**src/rtl/xbar_slave_arbiter_if.sv**
```systemverilog
// Request/grant bundle between the masters of one crossbar slave port and its arbiter.
// The slave modport is the arbiter side; the master modport is the requesting/slave-response side.
interface xbar_slave_arbiter_if #(
    parameter int MASTERS = 4
);
    localparam int IDX_W = $clog2(MASTERS);

    logic [MASTERS-1:0] req;
    logic [MASTERS-1:0] cmd;
    logic               sack;
    logic               sresp;
    logic [MASTERS-1:0] gnt;
    logic [IDX_W-1:0]   gnt_idx;
    logic               busy;
    logic               timeout_err;

    modport slave (
        input  req, cmd, sack, sresp,
        output gnt, gnt_idx, busy, timeout_err
    );

    modport master (
        output req, cmd, sack, sresp,
        input  gnt, gnt_idx, busy, timeout_err
    );
endinterface

```
**src/rtl/xbar_slave_arbiter.sv**
```systemverilog
// Round-robin arbiter owning one crossbar slave port; grants one master per read/write transaction.
// Latency: grant registered 1 cycle after req is sampled in IDLE; at least one idle cycle between grants.
// Backpressure: owner holds the port until sack (write) or sresp (read); XBAR_ARB_TIMEOUT_EN adds a watchdog.
module xbar_slave_arbiter #(
    parameter int MASTERS = 4,
    parameter int TIMEOUT = 255
) (
    input  logic                 clk,
    input  logic                 rst,
    xbar_slave_arbiter_if.slave  bus
);
    localparam int IDX_W = $clog2(MASTERS);

    if (MASTERS < 2 || MASTERS > 16 || TIMEOUT < 1 || TIMEOUT > 65535) begin : g_bad_param
        $error("xbar_slave_arbiter: MASTERS or TIMEOUT out of range");
    end

    typedef enum logic [1:0] {IDLE, WAIT_ACK, WAIT_RESP} state_t;

    state_t             state;
    logic [IDX_W-1:0]   last_winner;
    logic               cmd_wr;
    logic [IDX_W-1:0]   winner;
    logic               any_req;
    logic [IDX_W:0]     cand;
    logic               done;
    logic               to_resp;
    logic               wd_expire;

    // First requester strictly after last_winner, wrapping modulo MASTERS.
    always_comb begin
        winner  = '0;
        any_req = 1'b0;
        cand    = '0;
        for (int i = 1; i <= MASTERS; i++) begin
            cand = {1'b0, last_winner} + (IDX_W+1)'(i);
            if (cand >= (IDX_W+1)'(MASTERS)) begin
                cand = cand - (IDX_W+1)'(MASTERS);
            end
            if (!any_req && bus.req[cand[IDX_W-1:0]]) begin
                any_req = 1'b1;
                winner  = cand[IDX_W-1:0];
            end
        end
    end

    always_comb begin
        done    = ((state == WAIT_ACK) && bus.sack && (cmd_wr || bus.sresp)) ||
                  ((state == WAIT_RESP) && bus.sresp);
        to_resp = (state == WAIT_ACK) && bus.sack && !cmd_wr && !bus.sresp;
    end

    always_ff @(posedge clk) begin
        if (rst) begin
            state       <= IDLE;
            bus.gnt     <= '0;
            bus.gnt_idx <= '0;
            bus.busy    <= 1'b0;
            cmd_wr      <= 1'b0;
            last_winner <= IDX_W'(MASTERS - 1);
        end else begin
            case (state)
                IDLE: begin
                    if (any_req) begin
                        state       <= WAIT_ACK;
                        bus.gnt     <= MASTERS'(1) << winner;
                        bus.gnt_idx <= winner;
                        bus.busy    <= 1'b1;
                        cmd_wr      <= bus.cmd[winner];
                    end
                end
                WAIT_ACK, WAIT_RESP: begin
                    // Completion and watchdog expiry both release the port and advance the pointer.
                    if (done || wd_expire) begin
                        state       <= IDLE;
                        bus.gnt     <= '0;
                        bus.gnt_idx <= '0;
                        bus.busy    <= 1'b0;
                        last_winner <= bus.gnt_idx;
                    end else if (to_resp) begin
                        state <= WAIT_RESP;
                    end
                end
                default: state <= IDLE;
            endcase
        end
    end

`ifdef XBAR_ARB_TIMEOUT_EN
    logic [15:0] wd_cnt;
    logic        timeout_q;

    // Expiry lands on the edge closing the TIMEOUT-th waiting cycle, unless sack/sresp arrives in it.
    always_comb begin
        wd_expire = (((state == WAIT_ACK) && !bus.sack) || ((state == WAIT_RESP) && !bus.sresp)) &&
                    (wd_cnt == 16'(TIMEOUT - 1));
    end

    always_ff @(posedge clk) begin
        if (rst) begin
            wd_cnt    <= '0;
            timeout_q <= 1'b0;
        end else begin
            timeout_q <= wd_expire;
            if (state == IDLE || to_resp) begin
                wd_cnt <= '0;
            end else begin
                wd_cnt <= wd_cnt + 16'd1;
            end
        end
    end

    assign bus.timeout_err = timeout_q;
`else
    assign wd_expire       = 1'b0;
    assign bus.timeout_err = 1'b0;
`endif
endmodule

```
**src/flat_wrapper.sv**
```systemverilog
// flat-port wrapper written by rule: the top's interface ports become plain ports
module xbar_slave_arbiter_flat 
#(
    parameter int MASTERS = 4,
    parameter int TIMEOUT = 255
)
  (clk, rst, bus_req, bus_cmd, bus_sack, bus_sresp, bus_gnt, bus_gnt_idx, bus_busy, bus_timeout_err);
  xbar_slave_arbiter_if #(.MASTERS(MASTERS)) bus_i ();
  input  logic clk;
  input  logic rst;
  input wire logic [$bits(bus_i.req)-1:0] bus_req;
  input wire logic [$bits(bus_i.cmd)-1:0] bus_cmd;
  input wire logic [$bits(bus_i.sack)-1:0] bus_sack;
  input wire logic [$bits(bus_i.sresp)-1:0] bus_sresp;
  output wire logic [$bits(bus_i.gnt)-1:0] bus_gnt;
  output wire logic [$bits(bus_i.gnt_idx)-1:0] bus_gnt_idx;
  output wire logic [$bits(bus_i.busy)-1:0] bus_busy;
  output wire logic [$bits(bus_i.timeout_err)-1:0] bus_timeout_err;
  assign bus_i.req = bus_req;
  assign bus_i.cmd = bus_cmd;
  assign bus_i.sack = bus_sack;
  assign bus_i.sresp = bus_sresp;
  assign bus_gnt = bus_i.gnt;
  assign bus_gnt_idx = bus_i.gnt_idx;
  assign bus_busy = bus_i.busy;
  assign bus_timeout_err = bus_i.timeout_err;
  xbar_slave_arbiter #(.MASTERS(MASTERS), .TIMEOUT(TIMEOUT)) u_core (.clk(clk), .rst(rst), .bus(bus_i));
endmodule
```
**config.mk**
```make
export PLATFORM = sky130hd
export DESIGN_NAME = xbar_slave_arbiter_flat
export DESIGN_NICKNAME = d
export VERILOG_FILES = /design/src/rtl/xbar_slave_arbiter_if.sv /design/src/rtl/xbar_slave_arbiter.sv /design/src/flat_wrapper.sv
export SDC_FILE = /design/constraint.sdc
export NUM_CORES = 1
export LEC_CHECK = 0
export ABC_AREA = 1
export ABC_CLOCK_PERIOD_IN_PS = 2000
export CORE_MARGIN = 5
export CORE_UTILIZATION = 50
export CTS_CLUSTER_SIZE = 12
export DETAILED_ROUTE_END_ITERATION = 7
export GPL_TIMING_DRIVEN = 0
export PLACE_DENSITY = 0.78
export SYNTH_ARGS = -nofsm -noshare
export SYNTH_HDL_FRONTEND = slang
export SYNTH_SLANG_ARGS = --single-unit
```
**constraint.sdc**
```tcl
create_clock -name clk -period 2 [get_ports clk]
set_input_delay 0.2 -clock clk [delete_from_list [all_inputs] [get_ports clk]]
set_output_delay 0.2 -clock clk [all_outputs]
set_load 0.01 [all_outputs]
```
Word level (Yosys, flattened, before mapping)
Cells that the tools add are included.

Add/sub/neg operators: 8. Order comparisons: 9. Equal/unequal tests: 5. Shifts and indexed selects: 1. Muxes and demuxes: 35. Reduce and logical (&&, ||, !) cells: 22.

Operators with widths (number): $mux W2 (13); $lt A2 B3 Y1 const B (5); $ge A3 B3 Y1 const B (4); $mux W1 (11); $bmux W1 S2 (5); $logic_and A1 B1 Y1 (8); $mux W4 (2); $pmux W2 S2 (2); $pmux W4 S2 (1); $sub A2 B1 Y2 const B (4); $add A2 B2 Y3 const B (2); $reduce_and A2 Y1 (3); $logic_not A1 Y1 (5); $ne A2 B1 Y1 const B (2); $shl A1 B2 Y4 const A (1); $add A2 B1 Y3 const B (1); $add A2 B3 Y3 const B (1); $ne A3 B1 Y1 const B (1); $reduce_and A3 Y1 (1); $eq A2 B1 Y1 const B (1); $eq A2 B2 Y1 const B (1); $logic_not A2 Y1 (1); $logic_or A1 B1 Y1 (2); $pmux W1 S2 (1); 2 further kinds (2).

Register bits after elaboration: 12. Input bits: 12. Output and inout bits: 8.

Longest topological paths before layout
Gate-level depths: netlist of the first run.

Depth after elaboration: 18. Gate-level depth with buffers: 16. Mapped depth without buffers: 14.

Least setup slack after synthesis of the first run
No wires, ideal clock.

Kind: reg-to-reg. From: reg u_core.last_winner[0]. To: reg u_core.cmd_wr. Library setup time: 0.109 ns. Arrival: 1.412 ns. Setup slack: 0.479 ns. Cell stages (with the launch flop): 17. Path buffers: 2. Clock period less this slack: 1.521 ns. Cell sequence: dfxtp_1 -> buf_6 -> inv_4 -> buf_6 -> nand2_2 -> nand2_2 -> nand2_2 -> nand2_4 -> nor2_1 -> nor2_1 -> nand2_2 -> nand2_4 -> nand2_1 -> nand3_1 -> nand3_1 -> nand2_1 -> inv_1.

Cells in the longest elaborated chain, start to end: 17. Elaborated cells between the ends (all ways): 41. Those cells by class: add/sub: 8; order compare: 4; mux: 22; reduce/logical: 7.

RTL lines: start, declared (line xbar_slave_arbiter.sv:21) `logic [IDX_W-1:0] last_winner;`; start signal, assigned (line xbar_slave_arbiter.sv:60) `last_winner <= IDX_W'(MASTERS - 1);`; start signal, assigned (line xbar_slave_arbiter.sv:79) `last_winner <= bus.gnt_idx;`; $add A2 B1 Y3 (line xbar_slave_arbiter.sv:36) `cand = {1'b0, last_winner} + (IDX_W+1)'(i);`; $ge A3 B3 Y1 / $sub A2 B1 Y2 (equally long branches) (line xbar_slave_arbiter.sv:37, xbar_slave_arbiter.sv:38); $mux W2 (line xbar_slave_arbiter.sv:37) `if (cand >= (IDX_W+1)'(MASTERS)) begin`; $bmux W1 S2 (line xbar_slave_arbiter.sv:40) `if (!any_req && bus.req[cand[IDX_W-1:0]]) begin`; $mux W1 (implied by the code) (line xbar_slave_arbiter.sv:40); $mux W1 (line xbar_slave_arbiter.sv:40); $logic_not A1 Y1 (line xbar_slave_arbiter.sv:40); $logic_and A1 B1 Y1 (line xbar_slave_arbiter.sv:40); $mux W1 (line xbar_slave_arbiter.sv:40); $logic_not A1 Y1 (line xbar_slave_arbiter.sv:40); $logic_and A1 B1 Y1 (line xbar_slave_arbiter.sv:40); $mux W1 (line xbar_slave_arbiter.sv:40); $logic_not A1 Y1 (line xbar_slave_arbiter.sv:40); $logic_and A1 B1 Y1 (line xbar_slave_arbiter.sv:40); $mux W2 (line xbar_slave_arbiter.sv:40); $bmux W1 S2 (line xbar_slave_arbiter.sv:69) `cmd_wr <= bus.cmd[winner];`; $mux W1 (implied by the code) (line xbar_slave_arbiter.sv:69); end signal, assigned (line xbar_slave_arbiter.sv:69); end, declared (line xbar_slave_arbiter.sv:22) `logic cmd_wr;`.

Several ways; a longest one is shown, not always the timed one. The select of a mux whose other input is x is not followed. A chain may end at the register's enable or synchronous reset.

Final worst setup path of the first run
Same ends and word-level chain as after synthesis.

==> out/results.tsv, run 1 <==
metric	value	unit
drc	0	
grt_pass1_vias	883	
hold_viol	0	
ys.flop_type	dfxtp_1	
drtAntennaViolNets	0	
ys_ff_latch	12	
synth_top_cell_by_area	dfxtp_1	
final_max_slew_viol_count	0	
hp-class	input port to flip-flop	
wirelength	1.98	mm
yosysMostFrequentCell	nand2_1	
grt_antenna_before_repair	0	
rows	15	
clock-sinks	12	
cts.htree.levels	1	
period_share	83.9	%
rrSetupSlack	0.32	ns
drt_iter0_markers	27	
p_comb_share	63.2	%
fin_setup_tns	0	ns
finClkSkew	0.00208	ns
vias	930	
initial_core_util	53.8	%
met3_usage	1.94	%
synthCells	146	
power_density	1290	nW/µm²
synthesis.area	958	µm²
cts-root-buf	clkbuf_4	
yosysWarnings	0	
syn_nets	162	
r2r_start	u_core.last_winner[0]	
critical_path.max_fanout	10	
clock_latency	0.27	ns
cts_setup_buffers	0	
crit_type	flip-flop to flip-flop	
grtUsageMet1	21.3	%
p_leak	0.000582	µW
setup_viol	0	
synth_edf_count	0	
peakVddDrop	0.780	mV
area_growth	24.8	%
gr-usage-all-layers	16.4	%
overflow	0	
yosys-top-cells-area	dfxtp_1, nand2_1, nand2_2	
endpoint_kind	flip-flop	
finish.utilization	67.1	%
hpwlAfterDp	1.63	mm
fmax	0.596	GHz
vias_per_cell	4.84	
cts-hold-fix-buffers	0	
dieArea	2890	µm²
hold_start	rst	
async_flop_share	0	%
drive_gt1_share	21.0	%
maxCapViolations	0	
gr-usage-met2	27.6	%
pwr-share-seq	24.5	%
rr_endpoint	u_core.cmd_wr	
wire_per_inst	10.3	µm
finalNetCount	184	
p_sw	723	µW
start_kind	flip-flop	
synth_area_per_cell	6.56	µm²
p_sw_share	46.8	%
cp.arrival	1.85	ns
grt_busiest_layer	met2	
cts_buffers	3	
clkPwrFrac	12.3	%
port_buffers	17	
cts_resized	0	
grt_max_degree	11	
synth_top_area_share	25.1	%
internal-power	823	µW
n_antenna_cell	0	
required	2.18	ns
firstDrtPassIters	4	
clk_pin_slew_worst_paths	0.07	ns
place_congestion	0.865	
outcome	finished clean	
reg2reg_depth	16	
synth_cell_types	24	
grt_pass1_wl	3.60	mm
io_pins	20	
cts_tree	done	
min_path_cells	2	
cts.path.max_buffers	2	
finalCriticalPeriod	1.68	ns
die_w	53.8	µm
ys_seq_area_share	25.1	%
whs_endpoint	u_core.bus.busy	
die_h	53.8	µm
rsz0062_at_grt	false	
core	1780	µm²
synth_commonest_cells	nand2_1, inv_1, nand2_2	
==> worst max-delay path, cell delays in order (launching register included) <==
cell     delay [ns]
dfxtp_1        0.31
buf_6          0.13
inv_4          0.05
buf_6          0.13
nand2_2        0.06
nand2_2        0.08
nand2_2        0.07
nand2_4        0.10
nor2_1         0.05
nor2_1         0.12
nand2_2        0.10
nand2_4        0.09
nand2_1        0.06
nand3_1        0.07
nand3_1        0.07
nand2_1        0.06
inv_1          0.04
==> cell type report <==
type	instances	area, µm²
well taps	25	31.3
plain buffers	4	33.8
inverters	22	85.1
multi-input cells	108	599
clock buffers	4	36.3
fillers	174	587
flip-flops and latches	12	240
repair buffers	17	170
==> per-layer routing <==
metal	part of all wire, %	up-vias	wire [µm]
met5	0	-	0
met4	1.4	0	27
met3	4.1	5	81
met2	47	16	928
met1	48	409	942
li1	-	500	-
==> worst max-delay path by stage <==
stage | start | to | slack, ns | cells past startpoint
2_1_floorplan | u_core.last_winner[0] | u_core.cmd_wr | 0.48 | 16
3_3_place_gp | bus_req[2] | u_core.cmd_wr | 0.21 | 14
3_5_place_dp | bus_req[3] | u_core.cmd_wr | 0.19 | 14
4_1_cts | u_core.last_winner[0] | u_core.cmd_wr | 0.31 | 16
5_1_grt | u_core.last_winner[0] | u_core.bus.gnt[0] | 0.16 | 12
6_report | u_core.last_winner[0] | u_core.cmd_wr | 0.32 | 16
==> per-stage QoR <==
step | cell area [µm²] | power (µW) | cells | hold WS [ns] | setup slack, ns
final | 1200 | 1550 | 192 | 0.295 | 0.322
after detailed placement | 1160 | 1360 | 188 | 0.453 | 0.186
after global placement | 1160 | 1340 | 188 | 0.452 | 0.213
after floorplan | 958 | 1110 | 146 | 0.473 | 0.479
after CTS | 1200 | 1560 | 192 | 0.300 | 0.313
after global routing | 1200 | 1710 | 192 | 0.344 | 0.160
==> cell families after synthesis <==
kind of cell | share of synthesized area [%]
compound gates | 11.5
fa+ha+maj | 5.22
buf+inv | 12.4
flops | 25.1
other cells | 0.391
simple gates | 45.4
==> state kept, by name, summed over array words and instances (netlist names) <==
name,cells
u_core.bus.gnt_idx,2
u_core.cmd_wr,1
u_core.last_winner,2
u_core.bus.gnt,4
u_core.state,2
u_core.bus.busy,1
==> placed cells by master, fill, tap and decap left out, types with 2 or more instances in the layout <==
| cell type | instances |
|---|---|
| inv_1 | 18 |
| dfxtp_1 | 12 |
| buf_6 | 2 |
| nand4_1 | 2 |
| nand2_2 | 16 |
| o211ai_1 | 2 |
| nand3_1 | 15 |
| nand2_1 | 36 |
| clkbuf_4 | 3 |
| inv_2 | 3 |
| nand2_4 | 3 |
| ha_1 | 4 |
| clkdlybuf4s50_1 | 17 |
| nor2_1 | 10 |
| a21oi_1 | 12 |
==> power groups by stage <==
| stage | registers [µW] | clock network [µW] | logic (µW) |
|---|---|---|---|
| after floorplan | 397 | 0 | 709 |
| after global placement | 380 | 0 | 957 |
| after detailed placement | 383 | 0 | 979 |
| after CTS | 378 | 196 | 982 |
| after global routing | 388 | 209 | 1110 |
| final | 378 | 191 | 977 |
Power figures use the tool's default switching activity.
==> run 2, diff against run 1 <==
Settings changed: ABC_CLOCK_PERIOD_IN_PS 2000 to 1600.
Clock period 2 ns to 1.6 ns, I/O delays scaled along.
==> out/results.tsv, run 2 (synthesis gave the netlist of run 1 again) <==
metric	value	unit	change
fin_setup_tns	-0.558	ns	was 0 ns
maxSlewHeadroom	62.2	%	
failed_checks	setup timing		
finalCriticalPeriod	1.69	ns	was 1.68 ns
core	1780	µm²	unchanged
cts_tree	done		unchanged
place_ws	-0.174	ns	was 0.186 ns
period_share	105	%	was 83.9%
area_growth	46.9	%	was 24.8%
rows	15		unchanged
slowest_delay	0.37	ns	was 0.31 ns
cp.arrival	1.84	ns	was 1.85 ns
wire_per_inst	12.8	µm	was 10.3 µm
die_w	53.8	µm	unchanged
drt_iter0_markers	20		was 27
cts.path.max_buffers	2		unchanged
drtAntennaViolNets	0		unchanged
clk_pin_slew_worst_paths	0.07	ns	about the same
io_pins	20		unchanged
die_h	53.8	µm	unchanged
grt_antenna_before_repair	0		unchanged
maxCapViolations	0		unchanged
cts-hold-fix-buffers	0		unchanged
drc	0		unchanged
vias	1024		was 930
path_cells	inv_4, buf_8, buf_6, nand2_4, nand3_2, nand2_4, nor2_8, nand3_2, nand2_4, nand2_4, buf_4, nand3_2, a21oi_2		was buf_6, inv_4, buf_6, nand2_2, nand2_2, nand2_2, nand2_4, nor2_1, nor2_1, nand2_2, nand2_4, nand2_1, nand3_1, nand3_1, nand2_1, inv_1
endpoint_kind	flip-flop		unchanged
worstMarginPinSlew	0.567	ns	
finish.utilization	78.9	%	was 67.1%
layout_common_cells	nand2_1, nand2_2, inv_1, clkdlybuf4s50_1, nand3_2		was nand2_1, inv_1, clkdlybuf4s50_1
drive_gt1_share	43.1	%	was 21.0%
dpl.cell_count	188		unchanged
hpwlAfterDp	1.63	mm	unchanged
cts-root-buf	clkbuf_4		unchanged
cp_top_family	simple AND/OR/NAND/NOR gates		unchanged
clock_latency	0.28	ns	was 0.27 ns
worst-path-buf-inv	4		unchanged
worst_path_max_delay_cell	dfxtp_4		was dfxtp_1
p_leak	0.000657	µW	was 0.000582 µW
outcome	complete, but fails checks		was finished clean
setup_viol	9		was 0
place_congestion	0.865		unchanged
finalNetCount	191		was 184
fin_ws	-0.0875	ns	was 0.322 ns
vias_per_cell	5.15		was 4.84
finClkSkew	0.00343	ns	was 0.00208 ns
required	1.75	ns	was 2.18 ns
hold_viol	0		unchanged
wirelength	2.54	mm	was 1.98 mm
rsz0062_at_grt	true		was false
grt_max_degree	11		unchanged
gr-usage-all-layers	17.2	%	was 16.4%
regMostFlops	u_core.bus.gnt		unchanged
start_kind	flip-flop		unchanged
final_cells	199		was 192
grt_pass1_vias	934		was 883
hp-class	input port to flip-flop		unchanged
clock-sinks	12		unchanged
peakVddDrop	1.07	mV	was 0.780 mV
dieArea	2890	µm²	unchanged
fmax	0.593	GHz	was 0.596 GHz
cts_buffers	3		unchanged
power_density	1650	nW/µm²	was 1290 nW/µm²
port_buffers	17		unchanged
crit_type	flip-flop to flip-flop		unchanged
critical_path.max_fanout	6		was 10
final_max_slew_viol_count	0		unchanged
n_antenna_cell	0		unchanged
initial_core_util	53.8	%	unchanged
overflow	0		unchanged
largest_reg_flops	4		unchanged
worst_path_most_repeated_cell	nand2_4		was nand2_2
grt_pass1_wl	3.80	mm	was 3.60 mm
firstDrtPassIters	4		unchanged
nFillCells	130		was 174
final_common_cell	nand2_1		unchanged
cts.htree.levels	1		unchanged
-- run 2: changes by cell type in the layout (fill, tap and decap cells not counted), moves of 6 or more --
cell     before  now
nand3_1      15    3
nand3_2       1   13
nand2_1      36   28
buf_4         1    8
a21oi_1      12    6
a21oi_2       0    6
-- run 2: path summary, 6_finish.rpt --
kind              depth (start not counted)             startpoint  slack [ns]                end
setup / recovery                         13  u_core.last_winner[0]       -0.09  u_core.bus.gnt[0]
hold / removal                            2                    rst        0.32    u_core.bus.busy
setup reg to reg                         13  u_core.last_winner[0]       -0.09  u_core.bus.gnt[0]
hold reg to reg                           2      u_core.bus.gnt[2]        0.47  u_core.bus.gnt[2]
-- run 2: metal layers --
metal | track usage (%) | part of all wire, %
met4 | 5.53 | 1.9
met2 | 29.6 | 50
met3 | 1.94 | 3.3
met1 | 22.1 | 44
met5 | 0 | 0
-- run 2: timing repair --
item	4_1_cts	5_1_grt
gates resized for setup	5	41
setup endpoints to repair	8	12
pin swaps	9	22
cloned	0	0
buffers inserted	4	4
-- run 2: power breakdown --
group          total, µW  switching [µW]  leakage, µW  internal, µW
logic               1580             937     0.000538           644
clock network        241             103    0.0000210           139
registers            495            86.0    0.0000985           409
-- run 2: area by class of cell --
cell class / instances / area, µm² / share of cell area [%]
buffer: 3 / 26.3 / 1.87
multi-input combinational: 108 / 743 / 52.8
timing repair buffer: 25 / 234 / 16.6
sequential: 12 / 249 / 17.7
tap: 25 / 31.3 / 2.22
clock buffer: 4 / 36.3 / 2.58
inverter: 22 / 87.6 / 6.22
-- run 2: metrics by stage --
step,hold slack (ns),total power (µW),area [µm²]
final,0.322,2320,1410
after global routing,0.365,2520,1410
after CTS,0.260,2020,1250
after detailed placement,0.453,1700,1160
after global placement,0.452,1670,1160
after floorplan,0.442,1380,958
